### src/rtl/corr_pkg.sv
// Shared geometry, widths and FSM encoding for the window correlator.
// Latency: n/a (declarations only).
// Backpressure: n/a.
package corr_pkg;

    localparam int TW     = 8;
    localparam int TH     = 8;
    localparam int PIX_W  = 8;
    localparam int N      = TW * TH;
    localparam int TIDX_W = $clog2(N);
    // The worst case N*(2^PIX_W - 1) fits exactly, so the accumulator never wraps.
    localparam int SAD_W  = PIX_W + TIDX_W;

    typedef enum logic [2:0] {
        IDLE   = 3'd0,
        ISSUE  = 3'd1,
        DRAIN  = 3'd2,
        DONE   = 3'd3,
        REJECT = 3'd4
    } state_e;

    // Unsigned absolute difference of two pixels.
    function automatic logic [PIX_W-1:0] abs_diff(input logic [PIX_W-1:0] a,
                                                  input logic [PIX_W-1:0] b);
        logic [PIX_W-1:0] r;
        if (a >= b) r = a - b;
        else        r = b - a;
        return r;
    endfunction

endpackage

### src/rtl/corr_tpl_ram.sv
// Template store: N x PIX_W registers, synchronous write, asynchronous read.
// Latency: write visible the cycle after the write edge; read is combinational.
// Backpressure: none; the owner gates the write strobe.
module corr_tpl_ram
    import corr_pkg::*;
(
    input  logic              clk_i,
    input  logic              we_i,
    input  logic [TIDX_W-1:0] waddr_i,
    input  logic [PIX_W-1:0]  wdata_i,
    input  logic [TIDX_W-1:0] raddr_i,
    output logic [PIX_W-1:0]  rdata_o
);

    // Template contents are intentionally not reset.
    logic [PIX_W-1:0] mem_q [N];

    // Write port: one pixel per edge when enabled.
    always_ff @(posedge clk_i) begin
        if (we_i) begin
            mem_q[waddr_i] <= wdata_i;
        end
    end

    assign rdata_o = mem_q[raddr_i];

endmodule

### src/rtl/window_correlator.sv
// SAD between the stored template and one TW x TH frame window read from the frame buffer.
// Latency: N+RD_LAT+1 edges from an accepted start to oCorrFinished; an out-of-bounds start answers after 1 edge.
// Backpressure: none; frame data must return after exactly RD_LAT cycles, starts while busy are dropped.
module window_correlator
    import corr_pkg::*;
#(
    parameter int IMG_W  = 640,
    parameter int IMG_H  = 480,
    parameter int ADDR_W = 19,
    parameter int RD_LAT = 2
) (
    input  logic              iCLK,
    input  logic              iRST_N,
    input  logic              iStart,
    input  logic [12:0]       iX,
    input  logic [12:0]       iY,
    input  logic              iTplWe,
    input  logic [TIDX_W-1:0] iTplAddr,
    input  logic [PIX_W-1:0]  iTplData,
    output logic              oRdReq,
    output logic [ADDR_W-1:0] oRdAddr,
    input  logic [PIX_W-1:0]  iRdData,
    output logic              oBusy,
    output logic [SAD_W-1:0]  oCorr,
    output logic              oCorrFinished
);

    localparam int COL_W = $clog2(TW);
    // Moving from the last column of one window row to the first column of the next.
    localparam logic [ADDR_W-1:0] ROW_STEP = ADDR_W'(IMG_W - TW + 1);
    localparam logic [COL_W-1:0]  LAST_COL = COL_W'(TW - 1);
    localparam logic [TIDX_W-1:0] LAST_IDX = TIDX_W'(N - 1);

    state_e              state_q, state_d;
    logic                rd_req_q, rd_req_d;
    logic [ADDR_W-1:0]   rd_addr_q, rd_addr_d;
    logic [COL_W-1:0]    col_q, col_d;
    logic [TIDX_W-1:0]   idx_q, idx_d;
    logic [SAD_W-1:0]    acc_q, acc_d;
    logic [SAD_W-1:0]    corr_q, corr_d;
    logic                fin_q, fin_d;

    // Delay line carrying (valid, template index) alongside each outstanding read.
    logic [RD_LAT-1:0]   dly_vld_q;
    logic [TIDX_W-1:0]   dly_idx_q [RD_LAT];

    logic                in_bounds;
    logic                accept;
    logic                tpl_we;
    logic [PIX_W-1:0]    tpl_pix;
    logic [ADDR_W-1:0]   start_addr;
    logic                ret_vld;
    logic [TIDX_W-1:0]   ret_idx;

    assign in_bounds  = ((int'(iX) + TW) <= IMG_W) && ((int'(iY) + TH) <= IMG_H);
    assign accept     = (state_q == IDLE) && iStart && in_bounds;
    assign start_addr = ADDR_W'(int'(iY) * IMG_W + int'(iX));

    // Writes only land while idle; a write in the start cycle is seen by that correlation.
    assign tpl_we     = iTplWe && (state_q == IDLE);

    assign ret_vld    = dly_vld_q[RD_LAT-1];
    assign ret_idx    = dly_idx_q[RD_LAT-1];

    corr_tpl_ram u_tpl_ram (
        .clk_i   (iCLK),
        .we_i    (tpl_we),
        .waddr_i (iTplAddr),
        .wdata_i (iTplData),
        .raddr_i (ret_idx),
        .rdata_o (tpl_pix)
    );

    // Accumulator next state: cleared on accept, one abs-diff term per returning pixel.
    always_comb begin
        acc_d = acc_q;
        if (accept) begin
            acc_d = '0;
        end else if (ret_vld) begin
            acc_d = acc_q + SAD_W'(abs_diff(iRdData, tpl_pix));
        end
    end

    // FSM next state, read address generation and result/pulse outputs.
    always_comb begin
        state_d   = state_q;
        rd_req_d  = rd_req_q;
        rd_addr_d = rd_addr_q;
        col_d     = col_q;
        idx_d     = idx_q;
        corr_d    = corr_q;
        fin_d     = 1'b0;
        unique case (state_q)
            IDLE: begin
                if (iStart) begin
                    if (in_bounds) begin
                        state_d   = ISSUE;
                        rd_req_d  = 1'b1;
                        rd_addr_d = start_addr;
                        col_d     = '0;
                        idx_d     = '0;
                    end else begin
                        state_d   = REJECT;
                        corr_d    = '1;
                        fin_d     = 1'b1;
                    end
                end
            end
            ISSUE: begin
                // The current cycle presents read idx_q; stop after the last one.
                if (idx_q == LAST_IDX) begin
                    state_d  = DRAIN;
                    rd_req_d = 1'b0;
                end else begin
                    idx_d = idx_q + 1'b1;
                    if (col_q == LAST_COL) begin
                        col_d     = '0;
                        rd_addr_d = rd_addr_q + ROW_STEP;
                    end else begin
                        col_d     = col_q + 1'b1;
                        rd_addr_d = rd_addr_q + 1'b1;
                    end
                end
            end
            DRAIN: begin
                // Publish the sum including the final term on the edge that accumulates it.
                if (ret_vld && (ret_idx == LAST_IDX)) begin
                    state_d = DONE;
                    corr_d  = acc_d;
                    fin_d   = 1'b1;
                end
            end
            DONE:    state_d = IDLE;
            REJECT:  state_d = IDLE;
            default: state_d = IDLE;
        endcase
    end

    // Control and datapath registers; reset aborts any correlation in flight.
    always_ff @(posedge iCLK or negedge iRST_N) begin
        if (!iRST_N) begin
            state_q   <= IDLE;
            rd_req_q  <= 1'b0;
            rd_addr_q <= '0;
            col_q     <= '0;
            idx_q     <= '0;
            acc_q     <= '0;
            corr_q    <= '0;
            fin_q     <= 1'b0;
        end else begin
            state_q   <= state_d;
            rd_req_q  <= rd_req_d;
            rd_addr_q <= rd_addr_d;
            col_q     <= col_d;
            idx_q     <= idx_d;
            acc_q     <= acc_d;
            corr_q    <= corr_d;
            fin_q     <= fin_d;
        end
    end

    // Read-latency delay line: stage RD_LAT-1 lines up with iRdData for that request.
    always_ff @(posedge iCLK or negedge iRST_N) begin
        if (!iRST_N) begin
            dly_vld_q <= '0;
            for (int j = 0; j < RD_LAT; j++) begin
                dly_idx_q[j] <= '0;
            end
        end else begin
            dly_vld_q[0] <= rd_req_q;
            dly_idx_q[0] <= idx_q;
            for (int j = 1; j < RD_LAT; j++) begin
                dly_vld_q[j] <= dly_vld_q[j-1];
                dly_idx_q[j] <= dly_idx_q[j-1];
            end
        end
    end

    assign oRdReq        = rd_req_q;
    assign oRdAddr       = rd_addr_q;
    assign oBusy         = (state_q != IDLE);
    assign oCorr         = corr_q;
    assign oCorrFinished = fin_q;

endmodule

### config.mk
export PLATFORM = sky130hd
export DESIGN_NAME = window_correlator
export DESIGN_NICKNAME = d
export VERILOG_FILES = /design/src/rtl/corr_pkg.sv /design/src/rtl/corr_tpl_ram.sv /design/src/rtl/window_correlator.sv
export SDC_FILE = /design/constraint.sdc
export NUM_CORES = 1
export LEC_CHECK = 0
export ABC_CLOCK_PERIOD_IN_PS = 13500
export CAP_MARGIN = 20
export CORE_MARGIN = 8
export CORE_UTILIZATION = 45
export DETAILED_ROUTE_END_ITERATION = 10
export PLACE_DENSITY = 0.66
export SLEW_MARGIN = 20
export SYNTH_ARGS = -nofsm -noshare
export SYNTH_HDL_FRONTEND = slang
export SYNTH_SLANG_ARGS = --single-unit
### constraint.sdc
create_clock -name iCLK -period 13.5 [get_ports iCLK]
set_input_delay 3.375 -clock iCLK [delete_from_list [all_inputs] [get_ports iCLK]]
set_output_delay 3.375 -clock iCLK [all_outputs]
set_load 0.05 [all_outputs]
Word level (Yosys, flattened, before mapping)
Memory sizes are Yosys's and may differ from the RTL's.
Cells that the tools add are included.
Storage, ports and cells
  register bits after elaboration: 75
  latch bits: 0
  memory bits (writable): 512
  ROM bits: 0
  bits of input ports: 52
  output and inout bits: 36
  word-level logic and storage cells: 88
  memories kept: 1
Memories
  u_tpl_ram.mem_q: depth 64, bits a word 8, rd ports 1, clocked after memory_dff 0, wr ports 1, line corr_tpl_ram.sv:16  | logic [PIX_W-1:0] mem_q [N];
Operators by class
  $add $sub $neg: 10
  multipliers: 1
  divide/modulo/power cells: 0
  order comparisons: 3
  eq/ne operators: 11
  shifts and indexed selects: 0
  multiplexer cells: 38
  bitwise gates (word level): 0
  reduce and logical (&&, ||, !) cells: 13
Operators with widths (count)
  $mux W19: 4
  $mux W14: 5
  $pmux W19 S2: 1
  $add A13 B4 Y14 const B: 2
  $pmux W14 S2: 1
  $mux W3: 8
  $mux W8: 3
  $add A19 B1 Y19 const B: 1
  $add A19 B10 Y19 const B: 1
  $add A19 B13 Y19: 1
  $mux W6: 3
  $sub A8 B8 Y8: 2
  $add A14 B8 Y14: 1
  $le A14 B10 Y1 const B: 1
  $le A14 B9 Y1 const B: 1
  $mul A13 B3 Y12 const B: 1
  $eq A6 B6 Y1 const B: 2
  $ne A2 B2 Y1 const B: 6
  $pmux W6 S2: 1
  $reduce_and A4 Y1: 3
  $pmux W3 S3: 1
  $ge A8 B8 Y1: 1
  $mux W1: 8
  $add A6 B1 Y6 const B: 1
  11 further kinds: 17

Depth between registers and ports, before layout
Gate-level depths: netlist (run 1).
  depth in word-level cells: 10
  depth in mapped cells: 24
  depth with buffers taken out: 22

Hierarchy
Synthesis (run 1) repeated with hierarchy kept, for this count alone.
Second synthesis, totals
  cell total of the unflattened synthesis: 1523
  area total of the unflattened synthesis: 25351.8 sq um
Modules (own cells, without submodules)
  corr_tpl_ram: instances 1, cells each 932, area each 20006.7 sq um, seq. area each 15374.7 sq um
  window_correlator: instances 1, cells each 591, area each 5345.1 sq um, seq. area each 1876.8 sq um

Worst setup path before layout (run 1)
Ideal clock, no wire load.
  path kind: input port to flip-flop
  start: input port iRdData[0]
  end: register corr_q[9], in the netlist oCorr[9]
  setup time: 125 ps
  data arrival time: 6943 ps
  required time: 13375 ps
  path slack: 6432 ps
  cell stages on the path: 20
  path buffers: 1
  path through: inv_1 -> ha_1 -> inv_1 -> fa_1 -> a21o_1 -> a21oi_1 -> a21oi_1 -> a31o_2 -> buf_2 -> mux2_2 -> a221oi_1 -> xnor2_1 -> ha_1 -> a21o_1 -> a211oi_1 -> nor2_1 -> o31ai_1 -> or3_1 -> nand3_1 -> mux2_2
Between the ends
  cells in the longest elaborated chain, start to end: 9
  elaborated cells between the ends (all ways): 11
  classes of those cells: add/sub (3); order compare (1); mux (7)
RTL lines
  from (decl): line window_correlator.sv:22  | input logic [PIX_W-1:0] iRdData,
  $sub A8 B8 Y8 (tied with other cells): line corr_pkg.sv:27  | else r = b - a;
  $mux W8 (*): line corr_pkg.sv:26  | if (a >= b) r = a - b;
  $mux W8 (*): line window_correlator.sv:79  | end else if (ret_vld) begin
  $mux W8 (*): line window_correlator.sv:77  | if (accept) begin
  $add A14 B8 Y14 (*): line window_correlator.sv:80  | acc_d = acc_q + SAD_W'(abs_diff(iRdData, tpl_pix));
  $mux W14 (*): line window_correlator.sv:79
  $mux W14 (*): line window_correlator.sv:77
  $mux W14 (*): line window_correlator.sv:127  | if (ret_vld && (ret_idx == LAST_IDX)) begin
  $pmux W14 S2 (*): line window_correlator.sv:93  | unique case (state_q)
  to (signal assigned): line window_correlator.sv:157  | corr_q <= corr_d;
  to (decl): line window_correlator.sv:40  | logic [SAD_W-1:0] corr_q, corr_d;
Mark *: on every way between the ends. The rest lies on a longest branch, timed or not. The select of a mux whose other input is x is not followed.
A chain may end at the register's enable or synchronous reset.

Final worst setup path (run 1)
  start: input port iRdData[0]
  end: register corr_q[8], in the netlist oCorr[8]
Same word-level chain as after synthesis.

==> results list, run 1 <==
* Total of endpoints with negative setup slack in the final report: 0
- Number of antenna violations at the first check in global routing: 2
- Top-count cell post-synth: sky130_fd_sc_hd__edfxtp_1
* Kind of capture point of the worst setup path: register
* First-pass GRT wire length: around 85000 µm
- The critical path goes through clkdlybuf4s50_1, inv_1, ha_1, inv_1, fa_1, a21o_1, a21oi_1, a21oi_1, a31o_2, mux2i_1, xor2_1, ha_1, a21oi_1, a21oi_1, o21a_1, o41ai_1, nand2b_1, xor2_1, a21oi_1.
- The critical path is of the in2reg type.
- Summing the sequential cell areas from Yosys gives 68.6% of the chip area.
- Max-cap violations in this run came to 0.
- Port bufs: between 80 and 90
* Mapped Area: between 0.02 and 0.03 mm²
- The worst register-to-register path ends at oCorr[8].
* Worst-case hold slack: around 340 ps
- After synthesis, the share of flip-flops with an asynchronous set or reset is between 10% and 20%.
* Start point of the critical path: iRdData[0]
* Max-slew headroom at the worst pin: a little over a third
- Measured slew at the worst slew-check pin: about 970 ps
- In this run the core area contains between 80 and 90 standard-cell rows.
* Main synth FF type: sky130_fd_sc_hd__edfxtp_1
- The startpoint identified for the worst register-to-register timing path is ret_idx[0].
- In this design, the critical path's most frequently occurring cell is sky130_fd_sc_hd__a21oi_1.
- Min Clock Period, post-route: 7380 ps
- Slowest stage cell, crit path: sky130_fd_sc_hd__o41ai_1
- Routed vias/inst: between 5 and 6
* CTS root buffer: sky130_fd_sc_hd__clkbuf_16
* Biggest area contributors in the synthesized netlist: sky130_fd_sc_hd__edfxtp_1 61%, sky130_fd_sc_hd__mux4_2 15%, sky130_fd_sc_hd__dfrtp_1 7.5%
* Family with the most delay on the worst path: compound AO/OA/AOI/OAI gates
* Highest ir drop seen on vdd: 123 µV
- Net count after synthesis: roughly 1.5k
- For the worst setup path, the data arrival time is between 7000 and 8000 ps.
- Count of flip-flops with a built-in enable after synthesis: about 510
- Die Height: ~250 µm
* Clock tree from TritonCTS: done
* Endpoint required time on the critical path: about 14000 ps
- Vias: 13.3k
* Clock sinks: slightly below 600
- Drt wl/cell: 24.6 µm
- Net count of the finished layout: 1621
- The first routing iteration left roughly 1.1k violations.
* Status: complete, no violations
- The H-tree generated during clock tree synthesis spans 2 levels.
- Core region area: approximately 0.055 mm²
* Routed Antenna Nets: 0
* Total of warnings raised by yosys: 0
- The number of global-route vias before repair was approximately 13k.
- CTS Buffer Depth: 3
- FF+latch count, synth: 587
* Area enclosed by the die boundary: between 0.06 and 0.07 mm²
- Global routing finished with a remaining overflow of 0.
* Fraction of final layout cells sized beyond drive strength 1: about a fifth
- In this run the register-to-register setup slack is between 6000 and 7000 ps.
- For the worst-skew pair, the clock arrives at the later sink with an insertion delay of about 610 ps.
- Number of placed I/O pins: ~90
- For this run, the detailed router's first-pass iteration total came to 7.
- For this run, the slowest stage of the critical path takes 450 ps.
- In the final timing run, aggregate negative setup slack is 0 ps.
* Skew final: between 40 and 50 ps
* Signed area change from the synthesized netlist to the final layout: 14.7%
- Entering global routing, the biggest net connects 91 pins.
* Total CTS buffers: 59
* Number of design rule violations left after detail routing: 0
* Initial Utilization: between 40% and 50%
- Leading cell types by count after synthesis: 512 x sky130_fd_sc_hd__edfxtp_1, 168 x sky130_fd_sc_hd__mux4_2, 130 x sky130_fd_sc_hd__nor2_1, 75 x sky130_fd_sc_hd__dfrtp_1, 58 x sky130_fd_sc_hd__ha_1
* Max-slew violation count: 0
- Setup repair after global routing left no endpoint under its margin.
- Die width: around 250 µm
* CTS Hold Buffers Added: 0
* Routed wire length: between 50000 and 60000 µm
* Cell taking the most area after synthesis: sky130_fd_sc_hd__edfxtp_1
- At the end of routability-driven placement, the weighted congestion stood at just over 0.8.
- Final design utilization: approximately 52%
- WP depth: 19
- Average footprint of a synthesized cell: roughly 18 µm²
* GRT Util Overall: between 15 and 20%
* Resize count post-CTS: 0
* Startpoint Class: input port
* Achievable frequency: between 100 and 150 MHz
* Final-report hold violation count: 0
- Distinct cells, synth: 62
- Clock edge transition at the registers on the reported setup and hold paths: approximately 60 ps
- Final HPWL DP: 34900 µm
* Number of buffers inserted to repair setup after CTS: 0
* Power Total: around 3.8 mW
- For this design the static power due to leakage is between 9 and 10 nW.
- Buffer and inverter count on the worst path: 3
- Count of cells along the worst register-to-register path: 19
* Worst-path maximum fanout: 8
- Number of standard cells after synthesis: 1407
* Classification of the worst-slack hold path: reg2reg
- In this run the biggest area consumer among cell types represents between 60% and 70% of the synthesized area.
- Dividing total power by cell area gives a power density of 133 mW/mm².
* Total inserted antenna cells: 0
* Critical path capture point: oCorr[8]
- Final worst-path cycle share: 54.7%
==> cell families after synthesis <==
family | Yosys count | synth area share, %
AOI/OAI and AO/OA | 163 | 4.34
xor gates and xnor gates | 45 | 1.57
adders and majority gates | 63 | 3.29
buffers and inverters | 93 | 1.50
DFF | 587 | 68.6
muxes | 184 | 15.7
and+or+nand+nor | 272 | 4.96
==> sequential cells by signal, indices dropped and copies added, names as in the netlist <==
register and cells:
dly_idx_q 6, oRdAddr 19, oRdReq 1, state_q 3, col_q 3, idx_q 6
u_tpl_ram.mem_q 512, ret_idx 6, acc_q 14, oCorr 14, dly_vld_q 2, oCorrFinished 1
==> routing by layer <==
layer	vias up	share of wire (%)	global-route usage [%]
met5	-	0.023	0
met4	2	2.1	4.36
met3	90	7.8	4.48
met2	440	47	27.7
met1	6886	43	24.9
li1	5838	-	-
==> power by group <==
part	switching [mW]	leakage [nW]	internal [mW]	total, mW
combinational	0.0912	3.42	0.0551	0.146
sequential	0	5.51	1.97	1.97
clock	0.683	1.00	1.04	1.72
total	0.775	9.93	3.06	3.84
==> metrics by stage <==
step                      instance area (µm²)  setup slack, ps  cells
after CTS                               28800             6080   2304
after detailed placement                26800             5560   2193
after floorplan                         25100             6430   1407
after global routing                    28800             5590   2304
after global placement                  26800             5710   2193
final                                   28800             6120   2304
==> how the worst min path moves through the flow <==
stage | startpoint | endpoint | slack, ps | cells after the start
finish | dly_idx_q[11] | ret_idx[5] | 340 | 0
global route | dly_idx_q[11] | ret_idx[5] | 350 | 0
CTS | dly_idx_q[11] | ret_idx[5] | 350 | 0
detailed placement | dly_idx_q[11] | ret_idx[5] | 330 | 0
global placement | dly_vld_q[0] | dly_vld_q[1] | 340 | 0
floorplan | dly_vld_q[0] | dly_vld_q[1] | 330 | 0
==> placed cells by master, fill, tap and decap left out, types with 14 or more instances in the layout <==
cell type and n:
sky130_fd_sc_hd__clkbuf_16 59, sky130_fd_sc_hd__dfrtp_1 72, sky130_fd_sc_hd__clkdlybuf4s50_1 78, sky130_fd_sc_hd__buf_4 14
sky130_fd_sc_hd__o21ai_0 29, sky130_fd_sc_hd__xnor2_1 25, sky130_fd_sc_hd__inv_1 31, sky130_fd_sc_hd__a21o_1 15
sky130_fd_sc_hd__xor2_1 20, sky130_fd_sc_hd__nand2_1 48, sky130_fd_sc_hd__ha_1 58, sky130_fd_sc_hd__edfxtp_1 512
sky130_fd_sc_hd__nor2_1 130, sky130_fd_sc_hd__mux4_2 168, sky130_fd_sc_hd__a21oi_1 36, sky130_fd_sc_hd__nand3_1 24
==> area by class of cell <==
type | count | area, µm²
clock buffers | 75 | 1580
clock inverters | 36 | 485
fillers | 4333 | 26400
inverters | 32 | 120
multi-input cells | 727 | 7520
flip-flops and latches | 587 | 17300
well taps | 748 | 936
repair buffers | 99 | 936
Power figures use the tool's default switching activity.
==> run 2: changes to the inputs <==
ABC_CLOCK_PERIOD_IN_PS = 7420   (was 13500)
clock period = 7.42 ns   (was 13.5 ns; I/O delays follow)
==> run 2 against run 1 <==
Against the previous run:
- sequential share of layout area grew 0.20 points
- first-iteration DRC count grew 16%
- sequential power grew 82%
- hold slack gained 3.9 ps
- via count grew 0.61%
- die area is the same
- register-to-register slack lost 5300 ps
- count of clock-buffer cells in the layout shrank 4
- critical endpoint is now oCorr[9]
- highest routed layer is now met4
==> results list, run 2 (synthesized netlist as in run 1, its figures left out) <==
* Status: complete, no violations
- Final worst-path cycle share: between 80% and 90%
- The total negative setup slack is 0 ps (unchanged).
* Worst-path maximum fanout: 26 (+18)
- The reported leakage power is 9.89 nW (-0.39%).
- Resize count post-CTS: 0 (unchanged)
- The clock sink count came to 587 (unchanged).
- Unrepaired setup endpoints after global routing: false
- Min Clock Period, post-route: 6600 ps
- The area of the placeable core came to 0.0552 mm² (unchanged).
- Signed area change from the synthesized netlist to the final layout: 14.3%
- The total overflow reported by the global router came to 0 (unchanged).
- Startpoint Class: register
- Highest ir drop seen on vdd: 214 µV (+74%)
* Placer Congestion: 0.823 (+0.86%)
* Clock insertion delay at the later pin of the skew report: 630 ps (+20 ps)
* Area enclosed by the die boundary: 0.0637 mm² (unchanged)
* Total CTS buffers: 59 (unchanged)
* Met1 Usage GRT: 24.6% (-0.31 points)
- The setup violation total in the final timing report is 0 (unchanged).
- Net count of the finished layout: 1627 (+0.37%)
- The final setup skew was 19.7 ps (-23.2 ps).
- TritonCTS built the clock tree.
- Most common cell after layout, fill and taps aside: sky130_fd_sc_hd__edfxtp_1
* Most heavily used metal layer in global routing: met2
- The routed wire length per instance came to 24.2 µm (-1.5%).
* Number of placed I/O pins: 88 (unchanged)
- Power Total: 6.71 mW (+75%)
* Endpoint required time on the critical path: 7930 ps (-6040 ps)
- The layout cell share with drive strength beyond 1 was 19.0% (+0.055 points).
- Measured slew at the worst slew-check pin: 1140 ps (+168 ps)
* Final-report hold violation count: 0 (unchanged)
* First-pass GRT wire length: 85700 µm (+0.40%)
- Detailed-routing iteration count for the pre-antenna-repair pass: 7 (unchanged)
* Global Route met2 Usage: 28.2% (+0.48 points)
* Number of antenna violations at the first check in global routing: 1 (-1)
- Standard-cell rows: 86 (unchanged)
- DRC violation total after the first TritonRoute iteration: 1312 (+16%)
- The wire length reported by the detailed router was 56000 µm (-1.3%).
* Die Height: 252 µm (unchanged)
- The HPWL reported at the end of detailed placement was 35900 µm (+2.7%).
- Leaving out fill and tap cells, the most frequent cells in the layout are 512 x sky130_fd_sc_hd__edfxtp_1, 168 x sky130_fd_sc_hd__mux4_2, 130 x sky130_fd_sc_hd__nor2_1.
* Max reg flops: 512 (unchanged)
- Classification of the worst-slack hold path: reg2reg
* Vias in the first global route: 13.6k (+1.3%)
- The die outline width was 252 µm (unchanged).
- Kind of capture point of the worst setup path: register
- The residual antenna-violating net count after detailed routing came to 0 (unchanged).
- H-tree levels: 2 (unchanged)
- Routed vias/inst: 5.77 (+0.35%)
* Max-slew violation count: 0 (unchanged)
- The worst-case clock buffer depth is 3 (unchanged).
- Top reg by flops: u_tpl_ram.mem_q
* Achievable frequency: about 150 MHz
- Arrival time of the worst setup path: 7100 ps (-750 ps)
- The number of cells in the finished layout apart from fillers is 2310 (+0.26%).
- The residual DRC count came to 0 (unchanged).
* Final design utilization: 52.1% (-0.17 points)
- The number of cells after detailed placement came to 2199 (+0.27%).
* GRT Util Overall: 17.6% (-0.18 points)
* Met3 routing resource usage after global routing: 3.52% (-0.97 points)
- The number of port buffers came to 87 (unchanged).
- The count of max-cap constraint violations is 0 (unchanged).
- The buffers inserted during post-CTS setup optimization was 0 (unchanged).
- Cell Pwr Density: 233 mW/mm² (+75%)
- The initial core utilization was 45.5% (unchanged).
* Vias: 13.3k (+0.61%)
- The hold buffer count at CTS is 0 (unchanged).
- The worst setup path is of the reg2reg kind.
- CTS root buffer: sky130_fd_sc_hd__clkbuf_16
- Max-slew headroom at the worst pin: 24.3% (-11 points)
- Pin count of the biggest net entering global routing: 76 (-16%)
- Total inserted antenna cells: 0 (unchanged)
- Clock edge transition at the registers on the reported setup and hold paths: 60 ps (about the same)
-- run 2: changes by cell type in the layout (fill, tap and decap cells not counted), moves of 3 or more --
| cell | previous run | this run |
|---|---|---|
| sky130_fd_sc_hd__bufinv_16 | 11 | 4 |
| sky130_fd_sc_hd__buf_12 | 1 | 6 |
| sky130_fd_sc_hd__clkbuf_8 | 4 | 0 |
| sky130_fd_sc_hd__buf_4 | 14 | 17 |
| sky130_fd_sc_hd__clkinv_2 | 7 | 11 |
| sky130_fd_sc_hd__clkinv_1 | 13 | 16 |
-- run 2: final cells by class --
type,count,area [µm²]
Clock buffer,71,1520
Clock inverter,40,337
Fill cell,4395,26500
Inverter,32,120
Multi-Input combinational cell,727,7510
Sequential cell,587,17300
Tap cell,748,936
Timing Repair Buffer,105,1050
-- run 2: path summary, 6_finish.rpt --
| path | from | endpoint | slack (ps) | depth (start not counted) |
|---|---|---|---|---|
| hold / removal | dly_vld_q[0] | dly_vld_q[1] | 350 | 0 |
| setup / recovery | ret_idx[0] | oCorr[9] | 820 | 20 |
| setup reg to reg | ret_idx[0] | oCorr[9] | 820 | 20 |
| max in group asynchronous | iRST_N | ret_idx[0] | 5310 | 1 |
| hold reg to reg | dly_vld_q[0] | dly_vld_q[1] | 350 | 0 |
| min in group asynchronous | iRST_N | oRdAddr[12] | 1390 | 1 |
-- run 2: metrics by stage --
stage                     cell area, µm²  worst slack, ps  hold WS (ps)
after detailed placement           26900              821           335
after CTS                          28700              800           349
final                              28700              824           348
after global placement             26900              901           334
after global routing               28700              407           359
after floorplan                    25100             1600           331
-- run 2: worst max-delay path, cell delays in order, from the launching register on --
cell                       delay [ps]
sky130_fd_sc_hd__dfrtp_4          790
sky130_fd_sc_hd__buf_12           310
sky130_fd_sc_hd__mux4_2           580
sky130_fd_sc_hd__mux4_2           520
sky130_fd_sc_hd__mux4_2           550
sky130_fd_sc_hd__ha_1             210
sky130_fd_sc_hd__inv_1             90
sky130_fd_sc_hd__fa_1             200
sky130_fd_sc_hd__a21o_1           110
sky130_fd_sc_hd__a21oi_1          100
sky130_fd_sc_hd__a21oi_1          230
sky130_fd_sc_hd__a31o_2           330
sky130_fd_sc_hd__mux2_2           380
sky130_fd_sc_hd__a221oi_1         290
sky130_fd_sc_hd__xnor2_1          170
sky130_fd_sc_hd__ha_1             310
sky130_fd_sc_hd__a21o_1           230
sky130_fd_sc_hd__o31ai_1          500
sky130_fd_sc_hd__or3_1            200
sky130_fd_sc_hd__nand3_1           70
sky130_fd_sc_hd__mux2_2           280
-- run 2: routing by layer --
metal / part of all wire, % / vias up
met5: 0 / -
met3: 7.0 / 98
met2: 48 / 449
met4: 2.1 / 0
met1: 43 / 6927
li1: - / 5863
-- run 2: power by group --
part	switching [mW]	internal (mW)	total, mW
clock	1.25	1.61	2.86
sequential	0	3.59	3.59
combinational	0.160	0.0993	0.260
total	1.41	5.30	6.71
==> run 3: changes to the inputs <==
SLEW_MARGIN = 40   (was 20)
==> run 3 against run 2 <==
Against the previous run:
- clock skew decreased by 4.6 ps
- sequential share of layout area decreased by 0.40 points
- first-iteration DRC count decreased by 15%
- count of clock-buffer cells in the layout decreased by 3
- critical path depth increased by 1
- die area unchanged
- non-clock buffer count unchanged
- clock power increased by 3%
- via count decreased by 0.91%
- critical endpoint is now oCorr[8]
- largest power group unchanged
==> results list, run 3 (synthesized netlist as in run 1, its figures left out) <==
- Arrival time of the worst setup path: 7120 ps (+20 ps)
* TNS Setup: 0 ps (unchanged)
- The routed wire length per instance came to 24.2 µm (-0.21%).
* Clock tree from TritonCTS: done
- Status: complete, no violations
- Classification of the worst-slack hold path: reg2reg
* CTS root buffer: sky130_fd_sc_hd__clkbuf_16
- The row count was 86 (unchanged).
- Die Height: 252 µm (unchanged)
* Detailed-routing iteration count for the pre-antenna-repair pass: 7 (unchanged)
- WHS Path Cells: 0 (unchanged)
* Top reg by flops: u_tpl_ram.mem_q
- Port bufs: 87 (unchanged)
- The floorplan die area was 0.0637 mm² (unchanged).
- The buffers inserted during post-CTS setup optimization is 0 (unchanged).
- Clock edge transition at the registers on the reported setup and hold paths: 60 ps (about the same)
- The layout cell share with drive strength beyond 1 came to 22.0% (+3.0 points).
* Initial Utilization: 45.5% (unchanged)
- The path depth of the worst reg2reg path was 21 (+5.0%).
- The reported leakage power is 9.91 nW (+0.19%).
- The number of DRC violations after detailed-routing iteration 0 is 1119 (-15%).
- Combinational fraction of design power: 3.8% (about the same)
- The total I/O pin count is 88 (unchanged).
- The count of endpoints failing hold in the final timing report came to 0 (unchanged).
- The multi-input gate area in the final layout is 0.00761 mm² (+1.3%).
- Setup Slack @ Placement: 792 ps (-29.1 ps)
- The net switching power figure came to 1.45 mW (+2.4%).
- The switching power share of the total was 21.3% (+0.20 points).
- Number of design rule violations left after detail routing: 0 (unchanged)
* Number of instances in the placed design: 2199 (unchanged)
- Reg area: 0.0173 mm² (unchanged)
* Final worst-path cycle share: 89.3% (+0.37 points)
- Sequential power share: 52.7% (-0.8 points)
- The wire length reported by the detailed router came to 55800 µm (-0.30%).
- Internal power component: 5.36 mW (+1.2%)
- Unrepaired setup endpoints after global routing: false
- Highest ir drop seen on vdd: 237 µV (+11%)
- The clock period minus worst slack is 6620 ps (+27.5 ps).
* Placer Congestion: 0.823 (unchanged)
- The count of max-cap constraint violations came to 0 (unchanged).
- Cell Pwr Density: 235 mW/mm² (+0.73%)
- The hold buffer count at CTS is 0 (unchanged).
* Worst setup slack after layout: 796 ps (-27.5 ps)
- The global-route usage over all layers came to 17.4% (-0.11 points).
* Clock network power share: 43.4% (+0.8 points)
- The number of global-route vias before repair came to 13.5k (-0.39%).
- Leaving out fill and tap cells, the most frequent cell in the layout is sky130_fd_sc_hd__edfxtp_1.
- Finished Cell Area: 0.0289 mm² (+0.67%)
* Most frequent cells in the layout: 512 x sky130_fd_sc_hd__edfxtp_1, 168 x sky130_fd_sc_hd__mux4_2, 91 x sky130_fd_sc_hd__nor2_1
- Total inserted antenna cells: 0 (unchanged)
* Pin count of the biggest net entering global routing: 76 (unchanged)
* Max-slew violation count: 0 (unchanged)
- Final HPWL DP: 35900 µm (about the same)
* Routed vias/inst: 5.73 (-0.82%)
- The setup violation total in the final timing report was 0 (unchanged).
- Worst-path maximum fanout: 26 (unchanged)
- Number of antenna violations at the first check in global routing: 3 (+2)
* Routed Antenna Nets: 0 (unchanged)
- H-tree levels: 2 (unchanged)
- Global route total overflow: 0 (unchanged)
- The total clock buffers created by CTS came to 58 (-1.7%).
* Max-slew headroom at the worst pin: 42.9% (+19 points)
- The worst-case clock buffer depth came to 3 (unchanged).
- Placed instance area: 0.0269 mm² (+0.17%)
* Die width: 252 µm (unchanged)
- Net count of the finished layout: 1626 (-0.061%)
* First-pass GRT wire length: 85100 µm (-0.70%)
- Achievable frequency: 151 MHz (-0.42%)
- Number of fill cells: 4347 (-1.1%)
- Clock sinks: 587 (unchanged)
- The post-layout total power was 6.81 mW (+1.4%).
* Final design utilization: 52.4% (+0.35 points)
* Startpoint Class: register
- Skew final: 15.1 ps (-4.58 ps)
* Vias: 13.2k (-0.91%)
- The flip-flop count of the largest register, all copies and words added is 512 (unchanged).
- STA classifies the critical path endpoint as a register.
- Worst-case hold slack: 348 ps (+0.121 ps)
- The area of the placeable core came to 0.0552 mm² (unchanged).
- The required time at the endpoint of the critical path was 7920 ps (about the same).
* Signed area change from the synthesized netlist to the final layout: 15.1%
- The clock latency reported for the late side of the worst-skew pair was 630 ps (about the same).
- The number of cells in the finished layout apart from fillers is 2308 (-0.087%).
- By startpoint and endpoint, the worst setup path is classified as reg2reg.
* Measured slew at the worst slew-check pin: 854 ps (-281 ps)
* Resize count post-CTS: 0 (unchanged)
==> run 3: changes by cell type in the layout (fill, tap and decap cells not counted), moves of 2 or more <==
cell,change
sky130_fd_sc_hd__bufinv_16,+2
sky130_fd_sc_hd__clkinvlp_2,+2
sky130_fd_sc_hd__clkinvlp_4,+3
sky130_fd_sc_hd__nor2_1,-39
sky130_fd_sc_hd__clkinv_16,+3
sky130_fd_sc_hd__clkbuf_1,-2
sky130_fd_sc_hd__nor2_2,+39
sky130_fd_sc_hd__clkinv_1,-6
==> run 3: path summary, 6_finish.rpt <==
| path | from | endpoint | slack [ps] |
|---|---|---|---|
| max | ret_idx[0] | oCorr[8] | 800 |
| max reg2reg | ret_idx[0] | oCorr[8] | 800 |
| max in group asynchronous | iRST_N | ret_idx[0] | 5600 |
| min in group asynchronous | iRST_N | oCorr[12] | 1240 |
| min reg2reg | dly_idx_q[7] | ret_idx[1] | 350 |
| min | dly_idx_q[7] | ret_idx[1] | 350 |
==> run 3: power groups by stage <==
stage	registers [mW]	clock network, mW	logic (mW)
6_report	3.59	2.95	0.261
5_1_grt	3.59	3.13	0.291
4_1_cts	3.59	3.00	0.263
3_5_place_dp	3.66	0	0.262
3_3_place_gp	3.66	0	0.255
2_1_floorplan	3.66	0	0.139
==> run 3: area by class of cell <==
cell class / count / area share [%]
Clock buffer: 68 / 5.15
Sequential cell: 587 / 59.7
Timing Repair Buffer: 105 / 3.65
Multi-Input combinational cell: 727 / 26.3
Clock inverter: 41 / 1.58
Tap cell: 748 / 3.23
Inverter: 32 / 0.415
==> run 3: layer usage <==
metal  global-route usage, %  wire [µm]  vias up
met5                       0         41        -
met2                    27.9      26800      402
met3                    4.38       3660       97
met1                    24.0      24100     6856
met4                    4.33       1260        6
li1                        -          -     5855
==> run 3: worst max-delay path, cell delays in order, from the launching register on <==
cell	delay, ps
sky130_fd_sc_hd__dfrtp_4	790
sky130_fd_sc_hd__buf_12	310
sky130_fd_sc_hd__mux4_2	590
sky130_fd_sc_hd__mux4_2	530
sky130_fd_sc_hd__mux4_2	560
sky130_fd_sc_hd__ha_1	210
sky130_fd_sc_hd__inv_1	90
sky130_fd_sc_hd__fa_1	200
sky130_fd_sc_hd__a21o_1	110
sky130_fd_sc_hd__a21oi_1	100
sky130_fd_sc_hd__a21oi_1	240
sky130_fd_sc_hd__a31o_2	340
sky130_fd_sc_hd__mux2i_1	370
sky130_fd_sc_hd__xor2_1	230
sky130_fd_sc_hd__ha_1	290
sky130_fd_sc_hd__a21oi_1	180
sky130_fd_sc_hd__a21oi_1	100
sky130_fd_sc_hd__o21a_1	200
sky130_fd_sc_hd__o41ai_1	530
sky130_fd_sc_hd__nand2b_1	200
sky130_fd_sc_hd__xor2_1	200
sky130_fd_sc_hd__a21oi_1	100
